**src/rtl/fury_pkg.sv**
```systemverilog
// Shared steering, route-action, state and drive-level definitions for the
// line-following robot. Also used by the direction decoder.
package fury_pkg;

  // Steering codes: upper 2 bits side (00 proceed, 10 right, 01 left, 11 stop),
  // lower 2 bits magnitude (01 veer, 10 hard, 11 ninety).
  localparam logic [3:0] PROCEED      = 4'b0000;
  localparam logic [3:0] VEER_RIGHT   = 4'b1001;
  localparam logic [3:0] HARD_RIGHT   = 4'b1010;
  localparam logic [3:0] NINETY_RIGHT = 4'b1011;
  localparam logic [3:0] VEER_LEFT    = 4'b0101;
  localparam logic [3:0] HARD_LEFT    = 4'b0110;
  localparam logic [3:0] NINETY_LEFT  = 4'b0111;
  localparam logic [3:0] STOP         = 4'b1111;

  // Route entry actions.
  localparam logic [1:0] ACT_STRAIGHT = 2'b00;
  localparam logic [1:0] ACT_LEFT     = 2'b01;
  localparam logic [1:0] ACT_RIGHT    = 2'b10;
  localparam logic [1:0] ACT_END      = 2'b11;

  typedef enum logic [2:0] {
    ST_IDLE   = 3'd0,
    ST_FOLLOW = 3'd1,
    ST_DWELL  = 3'd2,
    ST_TURN   = 3'd3,
    ST_CROSS  = 3'd4,
    ST_DONE   = 3'd5,
    ST_HALT   = 3'd6
  } state_e;

  typedef enum logic [1:0] {
    LVL_OFF  = 2'd0,
    LVL_HALF = 2'd1,
    LVL_FULL = 2'd2
  } level_e;

  // Per-wheel drive request: PWM level plus direction (1 = forward).
  typedef struct packed {
    level_e lvl;
    logic   fwd;
  } wheel_drive_t;

  function automatic wheel_drive_t wheel_drive(input level_e lvl, input logic fwd);
    wheel_drive_t w;
    w.lvl = lvl;
    w.fwd = fwd;
    return w;
  endfunction

  // Map a drive level onto the PWM gate bits.
  function automatic logic level_gate(input level_e lvl, input logic full, input logic half);
    logic g;
    case (lvl)
      LVL_FULL: g = full;
      LVL_HALF: g = half;
      default:  g = 1'b0;
    endcase
    return g;
  endfunction

endpackage

```
**src/rtl/route_sequencer_pwm_gen.sv**
```systemverilog
// Free-running PWM period counter producing full and half duty gate bits.
module pwm_gen #(
  parameter int unsigned PWM_PERIOD = 1000
) (
  input  logic clk,
  input  logic rst,
  output logic full,
  output logic half
);

  localparam int unsigned CW = (PWM_PERIOD > 2) ? $clog2(PWM_PERIOD) : 1;

  logic [CW-1:0] cnt_q;

  // Period counter 0..PWM_PERIOD-1, wrapping.
  always_ff @(posedge clk) begin
    if (rst) begin
      cnt_q <= '0;
    end else if (cnt_q == CW'(PWM_PERIOD - 1)) begin
      cnt_q <= '0;
    end else begin
      cnt_q <= cnt_q + CW'(1);
    end
  end

  assign full = 1'b1;
  assign half = (cnt_q < CW'(PWM_PERIOD / 2));

endmodule

```
**src/rtl/route_sequencer.sv**
```systemverilog
// Route sequencer: follows the line decoder's steering in FOLLOW, and at each
// intersection dwells, then executes the next programmed route entry.
// Optional feature: define ROUTE_LOOP_EN to make the end entry restart the
// route (index back to 0, drive straight across) instead of entering DONE.
module route_sequencer
  import fury_pkg::*;
#(
  parameter int unsigned ROUTE_LEN    = 8,
  parameter int unsigned PWM_PERIOD   = 1000,
  parameter int unsigned DWELL_CYCLES = 5_000_000,
  parameter int unsigned TURN_CYCLES  = 20_000_000,
  parameter int unsigned CROSS_CYCLES = 10_000_000
) (
  input  logic                                      clk,
  input  logic                                      rst,
  input  logic                                      start,
  input  logic                                      halt,
  input  logic [3:0]                                dir_code,
  input  logic [2*ROUTE_LEN-1:0]                    route,
  output logic                                      mtr_l_en,
  output logic                                      mtr_r_en,
  output logic                                      mtr_l_fwd,
  output logic                                      mtr_r_fwd,
  output logic [((ROUTE_LEN > 1) ? $clog2(ROUTE_LEN) : 1)-1:0] route_idx,
  output logic [2:0]                                state_o,
  output logic                                      done
);

  localparam int unsigned IDX_W   = (ROUTE_LEN > 1) ? $clog2(ROUTE_LEN) : 1;
  localparam int unsigned MAX_A   = (DWELL_CYCLES > TURN_CYCLES) ? DWELL_CYCLES : TURN_CYCLES;
  localparam int unsigned MAX_CYC = (MAX_A > CROSS_CYCLES) ? MAX_A : CROSS_CYCLES;
  localparam int unsigned CNT_W   = $clog2(MAX_CYC + 1);

  state_e           state_q, state_d;
  logic [CNT_W-1:0] cnt_q;
  logic [IDX_W-1:0] idx_q, idx_d, idx_inc;
  logic             stop_q;
  logic             turn_left_q, turn_left_d;
  logic             stop_now, isect;
  logic [1:0]       act;
  logic             pwm_full, pwm_half;
  wheel_drive_t     drive_l, drive_r;

  pwm_gen #(
    .PWM_PERIOD(PWM_PERIOD)
  ) u_pwm (
    .clk  (clk),
    .rst  (rst),
    .full (pwm_full),
    .half (pwm_half)
  );

  // Intersection = rising edge of the STOP code; tracked in every state.
  assign stop_now = (dir_code == STOP);
  assign isect    = stop_now & ~stop_q;
  assign act      = route[2*int'(idx_q) +: 2];
  assign idx_inc  = (idx_q == IDX_W'(ROUTE_LEN - 1)) ? '0 : idx_q + IDX_W'(1);

  // Next-state, route index and turn direction.
  always_comb begin
    state_d     = state_q;
    idx_d       = idx_q;
    turn_left_d = turn_left_q;
    if (halt) begin
      state_d = ST_HALT;
    end else begin
      case (state_q)
        ST_IDLE:   if (start) state_d = ST_FOLLOW;
        ST_FOLLOW: if (isect) state_d = ST_DWELL;
        ST_DWELL: begin
          if (cnt_q == CNT_W'(DWELL_CYCLES - 1)) begin
            idx_d = idx_inc;
            case (act)
              ACT_STRAIGHT: state_d = ST_CROSS;
              ACT_LEFT: begin
                state_d     = ST_TURN;
                turn_left_d = 1'b1;
              end
              ACT_RIGHT: begin
                state_d     = ST_TURN;
                turn_left_d = 1'b0;
              end
              default: begin
`ifdef ROUTE_LOOP_EN
                idx_d   = '0;
                state_d = ST_CROSS;
`else
                state_d = ST_DONE;
`endif
              end
            endcase
          end
        end
        ST_TURN:  if (cnt_q == CNT_W'(TURN_CYCLES - 1))  state_d = ST_FOLLOW;
        ST_CROSS: if (cnt_q == CNT_W'(CROSS_CYCLES - 1)) state_d = ST_FOLLOW;
        ST_DONE:  if (start) state_d = ST_FOLLOW;
        ST_HALT:  if (start) state_d = ST_IDLE;
        default:  state_d = ST_IDLE;
      endcase
    end
  end

  // Wheel drive request for the state being entered; decoder owns FOLLOW.
  always_comb begin
    drive_l = wheel_drive(LVL_OFF, 1'b1);
    drive_r = wheel_drive(LVL_OFF, 1'b1);
    case (state_d)
      ST_FOLLOW: begin
        case (dir_code)
          PROCEED: begin
            drive_l = wheel_drive(LVL_FULL, 1'b1);
            drive_r = wheel_drive(LVL_FULL, 1'b1);
          end
          VEER_RIGHT: begin
            drive_l = wheel_drive(LVL_FULL, 1'b1);
            drive_r = wheel_drive(LVL_HALF, 1'b1);
          end
          HARD_RIGHT: begin
            drive_l = wheel_drive(LVL_FULL, 1'b1);
          end
          NINETY_RIGHT: begin
            drive_l = wheel_drive(LVL_FULL, 1'b1);
            drive_r = wheel_drive(LVL_FULL, 1'b0);
          end
          VEER_LEFT: begin
            drive_l = wheel_drive(LVL_HALF, 1'b1);
            drive_r = wheel_drive(LVL_FULL, 1'b1);
          end
          HARD_LEFT: begin
            drive_r = wheel_drive(LVL_FULL, 1'b1);
          end
          NINETY_LEFT: begin
            drive_l = wheel_drive(LVL_FULL, 1'b0);
            drive_r = wheel_drive(LVL_FULL, 1'b1);
          end
          default: ;
        endcase
      end
      ST_TURN: begin
        drive_l = wheel_drive(LVL_FULL, ~turn_left_d);
        drive_r = wheel_drive(LVL_FULL, turn_left_d);
      end
      ST_CROSS: begin
        drive_l = wheel_drive(LVL_FULL, 1'b1);
        drive_r = wheel_drive(LVL_FULL, 1'b1);
      end
      default: ;
    endcase
  end

  // State, phase counter, index and registered motor outputs.
  always_ff @(posedge clk) begin
    if (rst) begin
      state_q     <= ST_IDLE;
      cnt_q       <= '0;
      idx_q       <= '0;
      stop_q      <= 1'b0;
      turn_left_q <= 1'b0;
      mtr_l_en    <= 1'b0;
      mtr_r_en    <= 1'b0;
      mtr_l_fwd   <= 1'b1;
      mtr_r_fwd   <= 1'b1;
      done        <= 1'b0;
    end else begin
      state_q     <= state_d;
      idx_q       <= idx_d;
      stop_q      <= stop_now;
      turn_left_q <= turn_left_d;
      if (state_d != state_q) begin
        cnt_q <= '0;
      end else if (cnt_q != '1) begin
        cnt_q <= cnt_q + CNT_W'(1);
      end
      mtr_l_en  <= level_gate(drive_l.lvl, pwm_full, pwm_half);
      mtr_r_en  <= level_gate(drive_r.lvl, pwm_full, pwm_half);
      mtr_l_fwd <= drive_l.fwd;
      mtr_r_fwd <= drive_r.fwd;
      done      <= (state_d == ST_DONE);
    end
  end

  assign route_idx = idx_q;
  assign state_o   = 3'(state_q);

endmodule

```
**config.mk**
```make
export PLATFORM = sky130hd
export DESIGN_NAME = route_sequencer
export DESIGN_NICKNAME = d
export VERILOG_FILES = /design/src/rtl/fury_pkg.sv /design/src/rtl/route_sequencer_pwm_gen.sv /design/src/rtl/route_sequencer.sv
export SDC_FILE = /design/constraint.sdc
export NUM_CORES = 1
export LEC_CHECK = 0
export CAP_MARGIN = 20
export CORE_AREA = 2 2 80 82
export CTS_CLUSTER_SIZE = 10
export DETAILED_ROUTE_END_ITERATION = 8
export DIE_AREA = 0 0 82 84
export PLACE_DENSITY = 0.79
export SYNTH_ARGS = -nofsm -noshare
export SYNTH_HDL_FRONTEND = slang
export SYNTH_SLANG_ARGS = --single-unit
export TNS_END_PERCENT = 50
```
**constraint.sdc**
```tcl
create_clock -name clk -period 3.5 [get_ports clk]
set_input_delay 0.35 -clock clk [delete_from_list [all_inputs] [get_ports clk]]
set_output_delay 0.35 -clock clk [all_outputs]
set_load 0.005 [all_outputs]
```
# Yosys cells after proc, flatten, opt, wreduce, memory -nomap -nowiden
# Index checks and enable logic that the tools add are counted.
# op_classes
add_sub_neg	3
mul	0
div	0
n_lt_le_gt_ge	1
n_eq_ne	30
shifts	1
muxes	20
n_bitwise	4
reduce_logical	10
# ops
operator	count
$pmux W3 S3	4
$add A25 B1 Y25 const B	1
$eq A25 B23 Y1 const B	1
$eq A25 B24 Y1 const B	1
$eq A25 B25 Y1 const B	1
$ne A25 B25 Y1 const B	1
$mux W3	8
$eq A3 B3 Y1 const B	6
$pmux W3 S6	1
$eq A4 B4 Y1 const B	4
$shiftx A16 B5 Y2	1
$eq A4 B3 Y1 const B	3
$add A10 B1 Y10 const B	1
$eq A10 B10 Y1 const B	1
$lt A10 B9 Y1 const B	1
$eq A3 B2 Y1 const B	3
$reduce_or A2 Y1	4
$reduce_or A4 Y1	2
$eq A2 B1 Y1 const B	3
$eq A2 B2 Y1 const B	3
$eq A3 B1 Y1 const B	2
$pmux W1 S2	3
$pmux W3 S2	1
$logic_not A4 Y1	1
8 further kinds	12
# totals
reg_bits	48
latch_bits	0
ram_bits	0
romBits	0
inputBits	24
output_inout_bits	11
elab_cells	80
memories	0

# Longest topological paths before layout
# logic_depth
ltp_word	11
depth_mapped	13
depth_no_buf	11

# Hierarchy
# From an unflattened synthesis, not the netlist that was laid out.
# unflattened
cells_unflattened	348
hier_area_um2	2960.3
# by_module_without_submodules
module	instances	cells_per_inst	area_each_um2	seq_area_each_um2
route_sequencer	1	290	2459.9	760.7
pwm_gen	1	58	500.5	200.2

# Worst setup path after synthesis
# Ideal clock, no wire load.
# synth_timing
path_type	reg2reg
start	register idx_q[0], in the netlist route_idx[0]
end	register mtr_l_en
setup_time_ns	0.078
arrival_ns	3.257
t_required_ns	3.422
path_slack_ns	0.164
path_stages_with_launch	12
n_path_buf	1
synth_period_minus_slack_ns	3.336
path_cell_list	dfxtp_1 -> clkbuf_1 -> mux4_2 -> mux2i_1 -> ha_1 -> or3_1 -> o31ai_1 -> a31oi_1 -> nor4_1 -> a21oi_1 -> ha_1 -> nor3_1
# synth_between
elab_chain_cells	11
word_cells_on_any_way	16
cone_classes	7 x eq/ne; 1 x shift; 6 x mux; 2 x reduce/logical
# synth_rtl
item	line_no	rtl
start: declaration	route_sequencer.sv:36	logic [IDX_W-1:0] idx_q, idx_d, idx_inc;
start signal: assignment	route_sequencer.sv:166	idx_q <= idx_d;
$shiftx A16 B5 Y2 *	route_sequencer.sv:56	assign act = route[2*int'(idx_q) +: 2];
$eq A2 B2 Y1 / $eq A2 B1 Y1 (equally long branches)	route_sequencer.sv:73	case (act)
$reduce_or A2 Y1 (no source line)	--	
$pmux W3 S2 *	route_sequencer.sv:73	
$mux W3 *	route_sequencer.sv:71	if (cnt_q == CNT_W'(DWELL_CYCLES - 1)) begin
$pmux W3 S6 *	route_sequencer.sv:67	case (state_q)
$mux W3 *	route_sequencer.sv:64	if (halt) begin
$eq A3 B3 Y1, or another cell as far along	route_sequencer.sv:107	case (state_d)
$pmux W3 S3 *	route_sequencer.sv:107	
$eq A2 B1 Y1 / $eq A2 B2 Y1 (equally long branches)	fury_pkg.sv:54	case (lvl)
$pmux W1 S2 *	fury_pkg.sv:54	
end signal: assignment	route_sequencer.sv:174	mtr_l_en <= level_gate(drive_l.lvl, pwm_full, pwm_half);
end: declaration	route_sequencer.sv:20	output logic mtr_l_en,
# Mark *: on every way between the ends. The rest lies on a longest branch, timed or not.
# A chain may end at the register's enable or synchronous reset.

# Worst setup path after layout
# Ends and elaborated chain as after synthesis.

==> flow_summary.json <==
{
  "hp-class": "flop to flop",
  "setup_viol": 0,
  "syn_area_per_cell_um2": 8.507,
  "synth_edf_count": 0,
  "grt_max_degree": 26,
  "buffer_ports.inserted": 34,
  "ys_ff_latch": 48,
  "synth_cell_type_count": 55,
  "layout-drive-gt1-share": 0.08800,
  "drc": 0,
  "dp_slack_ns": -0.06282,
  "dpl-instance-area_um2": 3251,
  "arrival_ns": 3.42,
  "dr.pass1.iters": 5,
  "worstPathRequired_ns": 3.68,
  "postSynth.asyncResetShare": 0,
  "antenna_cells": 0,
  "max-slew-margin-rel": 0.6077,
  "dr_total_vias": 2674,
  "numCtsBuffers": 5,
  "worst-path-max-fanout": 5,
  "fmax_mhz": 309.0,
  "die_w_um": 82,
  "grtUsageTotal": 0.1976,
  "htree_levels": 2,
  "stdcell_area_um2": 3349,
  "worst_slack_ns": 0.2641,
  "drv_cap": 0,
  "drv_slew": 0,
  "syn_inst": 344,
  "p_leak_nw": 1.146,
  "hold_viol_final": 0,
  "synth_nets": 378,
  "antenna_found_initial": 0,
  "fin_crit_sh": 0.9245,
  "ys.flop_type": "dfxtp_1",
  "endpoint_kind": "flop",
  "area_growth_pct": 14.45,
  "cts_setup_buffers": 0,
  "whs_ns": 0.4502,
  "cts_tree": "done",
  "wl_per_cell_um": 14.23,
  "cts-root-buf": "clkbuf_8",
  "cts_num_sinks": 48,
  "gp_congestion": 0.8895,
  "placed_cells": 444,
  "max-vdd-ir-drop_mv": 0.1786,
  "fin_cells": 452,
  "clockBufferDepth": 2,
  "synth_area_um2": 2927,
  "grt_pass1_wl_mm": 10.92,
  "nets": 408,
  "die_h_um": 84,
  "fin_skew_ns": 0.009857,
  "worst_slew_pin_slew_ns": 0.5866,
  "n_fill_cell": 570,
  "yosysWarnings": 0,
  "first_global_vias": 2521,
  "status": "completed",
  "rsz0062_at_grt": "false",
  "drt_wl_total_mm": 6.430,
  "layout_commonest_cell": "nor2_1",
  "cp-start-kind": "flop",
  "io_pins": 35,
  "clk_transition_reported_paths_ns": 0.09,
  "hpwl_mm": 4.703,
  "initial_core_util": 0.4801,
  "overflow": 0,
  "die_area_um2": 6888,
  "dr.first_iter.drc_count": 206,
  "rows": 29,
  "period_minus_slack_ns": 3.236,
  "most-common-layout-cells": "nor2_1 (54), dfxtp_1 (47), clkdlybuf4s50_1 (34), xnor2_1 (21), nand3_1 (19)",
  "viasPerCell": 5.916,
  "ant_nets": 0,
  "crit_type": "flop to flop",
  "clk_latency_ns": 0.31,
  "design.core.area_um2": 6096,
  "yosysSeqAreaShare": 0.3283,
  "power.density_nw_per_um2": 311.1
}
==> cells by family (layout without fill, tap and decap cells) <==
kind of cell,after synthesis,after routing,share of synthesized area
buf+inv,28,59,0.06926
fa+ha+maj,10,10,0.04275
compound gates,41,41,0.09192
mux,8,8,0.04447
simple gates,178,178,0.3305
xor+xnor,31,31,0.09277
flops,48,48,0.3283
==> metrics by stage <==
step             util  power, mW  TNS [ns]
6_report       0.5495      1.042         0
5_1_grt        0.5495      1.088         0
3_5_place_dp   0.5333     0.7130   -0.1051
2_1_floorplan       -     0.6579         0
3_3_place_gp   0.5333     0.7080         0
4_1_cts        0.5484      1.051         0
==> critical path, stage by stage, from the launching register on <==
cell and delay (ns):
dfxtp_2 0.42, mux4_2 0.53, mux2i_1 0.25, ha_1 0.30
nor4_1 0.30, a22o_1 0.23, o21ai_1 0.14, or3_1 0.40
a21o_1 0.19, ha_1 0.18, a21oi_1 0.12, nor3_1 0.06
==> cells in the mapped netlist, drive strengths merged, types with 3 or more instances <==
cell type | number | area, um2
a21oi | 15 | 75.07
and2 | 4 | 27.52
and2b | 3 | 23.77
and3 | 8 | 50.05
buf | 6 | 52.55
clkbuf | 10 | 47.54
dfxtp | 48 | 960.9
ha | 10 | 125.1
inv | 10 | 37.54
mux2i | 4 | 40.04
mux4 | 4 | 90.09
nand2 | 17 | 63.81
nand3 | 19 | 95.09
nand3b | 3 | 22.52
nand4 | 13 | 81.33
nand4b | 5 | 43.79
nor2 | 54 | 202.7
nor3 | 14 | 70.07
nor3b | 4 | 30.03
nor4 | 13 | 81.33
o21ai | 5 | 25.02
o22ai | 3 | 18.77
or3 | 4 | 25.02
or4 | 5 | 48.79
or4b | 3 | 30.03
xnor2 | 21 | 183.9
xor2 | 10 | 87.58
==> repair_timing <==
| item | CTS | global route |
|---|---|---|
| hold buffers | 0 | 0 |
| endpoints found under the setup margin | 0 | 2 |
| resized for setup | 0 | 2 |
| endpoints found under the hold margin | 0 | 0 |
==> state kept, by name, indices dropped and copies added (netlist names) <==
register and flops:
mtr_l_en 1, cnt_q 25, turn_left_q 1, u_pwm.cnt_q 10, mtr_r_en 1, done 1, route_idx 3, stop_q 1
mtr_l_fwd 1, mtr_r_fwd 1, state_o 3
==> final cells by class <==
| type | count | area [um2] | area share |
|---|---|---|---|
| Timing Repair Buffer | 41 | 392.9 | 0.1173 |
| Inverter | 10 | 37.54 | 0.01121 |
| Clock buffer | 6 | 82.58 | 0.02465 |
| Sequential cell | 48 | 962.2 | 0.2873 |
| Multi-Input combinational cell | 268 | 1768 | 0.5278 |
| Tap cell | 77 | 96.34 | 0.02876 |
| Clock inverter | 2 | 10.01 | 0.002988 |
==> metal layers <==
metal  vias up  share of wire  global-route usage  wire (um)
met5         -              0                   0          0
met4         0          0.018             0.07879        117
met3        16          0.069             0.04654        443
met2        98           0.47              0.3237       3016
met1      1259           0.44              0.2454       2852
li1       1301              -                   -          -
==> power by group <==
group	internal (mW)	switching (mW)	leakage, nW
sequential	0.555	0.0108	0.389
combinational	0.0693	0.0661	0.706
clock	0.158	0.183	0.0510
==> final timing paths <==
| path | start | end | slack, ns | cells past startpoint |
|---|---|---|---|---|
| worst max-delay path | route_idx[0] | mtr_l_en | 0.26 | 11 |
| worst min-delay path | u_pwm.cnt_q[0] | u_pwm.cnt_q[0] | 0.45 | 1 |
| worst max register to register | route_idx[0] | mtr_l_en | 0.26 | 11 |
| worst min register to register | u_pwm.cnt_q[0] | u_pwm.cnt_q[0] | 0.45 | 1 |
Note: power is estimated with default switching activity, not from simulation.
==> variant, RTL diff (same settings) <==
The output `mtr_r_fwd` loses its register stage (`mtr_r_fwd` becomes a continuous assignment).
--- a/src/rtl/route_sequencer.sv
+++ b/src/rtl/route_sequencer.sv
@@ -159,7 +159,6 @@
       mtr_l_en    <= 1'b0;
       mtr_r_en    <= 1'b0;
       mtr_l_fwd   <= 1'b1;
-      mtr_r_fwd   <= 1'b1;
       done        <= 1'b0;
     end else begin
       state_q     <= state_d;
@@ -174,10 +173,11 @@
       mtr_l_en  <= level_gate(drive_l.lvl, pwm_full, pwm_half);
       mtr_r_en  <= level_gate(drive_r.lvl, pwm_full, pwm_half);
       mtr_l_fwd <= drive_l.fwd;
-      mtr_r_fwd <= drive_r.fwd;
       done      <= (state_d == ST_DONE);
     end
   end
+
+  assign mtr_r_fwd = drive_r.fwd;
 
   assign route_idx = idx_q;
   assign state_o   = 3'(state_q);
Check against the original RTL: not equivalent (a bounded check fails within 4 cycles, from zero or initial values and one cycle with rst high).
==> variant against the unedited design <==
Worst setup slack got worse by 180 ps; largest cell class unchanged; sequential cell count fell by 1; die area did not move; area after synthesis up 0.77%; design area increased by 4.9%; total power grew 0.60%; critical path type is now register to output pin; wire length is 3.0% higher; final cell count grew 1.3%.
==> variant: results (changes against the unedited design) <==
R2R cell count 13 (+2); reg2reg end mtr_r_en; Netlist cell types 59 (+7.3%); share of layout cells above drive strength 1 12.6% (+3.8 points); worst hold margin 469 ps (+18.3 ps); Initial DRT Pass Iterations 4 (-1); top post-synthesis cells by area dfxtp_1, nor2_1, xnor2_1, ha_1, nand4_1; adder-cell share of the synthesized area 4.24% (-0.033 points); Placed Cells 446 (+0.45%); initial antenna violation count 0 (unchanged); Synth Area in XOR/XNOR 8.02% (-1.3 points); WL/cell 14.5 um (+1.6%); setup bufs post-CTS 3 (+3); Via density 5.73 (-3.2%); Final nets 414 (+1.5%); Slowest Stage Delay on Critical Path 510 ps (-20 ps); first-pass GRT wire length 11300 um (+3.2%); worst-margin pin slew 594 ps (+7.71 ps); Global Route Usage Sum 20.5% (+0.73 points); slowest stage cell on the critical path mux4_2; non-filler cells in the finished layout 458 (+1.3%); leakage power 1.13 nW (-1.5%); Reg2Reg Setup Slack 170 ps (-90 ps); Max VDD drop 0.232 mV (+30%); routability-driven placement congestion ratio 0.896 (+0.74%); compound-cell area share of the yosys netlist 9.76% (+0.57 points); Seq/Total Area, Yosys 31.9% (-0.93 points); pre-CTS WS -181 ps (-118 ps); post-cts repair resize count 8 (+8); Switching Share 27.3% (+2.3 points); vias in the first global route 2518 (-0.12%); crit path DAT 3070 ps (-350 ps); status completed; skew final 5.87 ps (-3.99 ps); DP HPWL 4810 um (+2.2%); multiplexer area fraction after synthesis 4.41% (-0.034 points)
[variant: cell types whose count changed after synthesis, moves of 4 or more]
cell      delta
and4_1       +9
nor4_1       -7
buf_2        +6
nor2b_1      +6
nand4_1      +5
nor2_1       -5
xnor2_1      -5
clkbuf_1     -4
nor4b_2      +4
[variant: worst max path at each step]
stage | slack (ps) | from | endpoint | cells after the start
floorplan | 160 | route_idx[0] | mtr_l_en | 12
global placement | -80 | route[15] | mtr_r_fwd | 11
detailed placement | -180 | route[15] | mtr_l_en | 13
CTS | 40 | route_idx[0] | mtr_r_fwd | 10
global route | -30 | route_idx[0] | mtr_r_fwd | 10
finish | 80 | route_idx[0] | mtr_r_fwd | 10
[variant: per-layer routing]
layer	track usage (%)	routed length, um
met5	0	0
met4	7.73	100
met3	3.57	254
met2	34.4	3320
met1	25.7	2940
[variant: power groups by stage]
| stage | Clock, W | Sequential, W | Combinational, W |
|---|---|---|---|
| 2_1_floorplan | 0 | 0.000561 | 0.0000854 |
| 3_3_place_gp | 0 | 0.000566 | 0.000137 |
| 4_1_cts | 0.000346 | 0.000554 | 0.000148 |
| 5_1_grt | 0.000365 | 0.000556 | 0.000168 |
| 6_report | 0.000344 | 0.000554 | 0.000151 |
| 3_5_place_dp | 0 | 0.000567 | 0.000141 |
[variant: final cells by class]
class	count	area (um2)
clock buffer	5	68.8
clock inverter	3	20.0
fill	540	2580
inverter	11	41.3
multi-input combinational	269	1900
sequential	47	945
tap	77	96.3
timing repair buffer	46	442
[variant: worst max-delay path: cells and delay by family (launching register included)]
kind | cells | cell delay, ps
adder cells (fa/ha/maj) | 1 | 300
AO/OA/AOI/OAI | 2 | 380
multiplexers | 2 | 720
AND/OR/NAND/NOR | 4 | 700
flip-flops | 1 | 400
buffers and inverters | 1 | 250
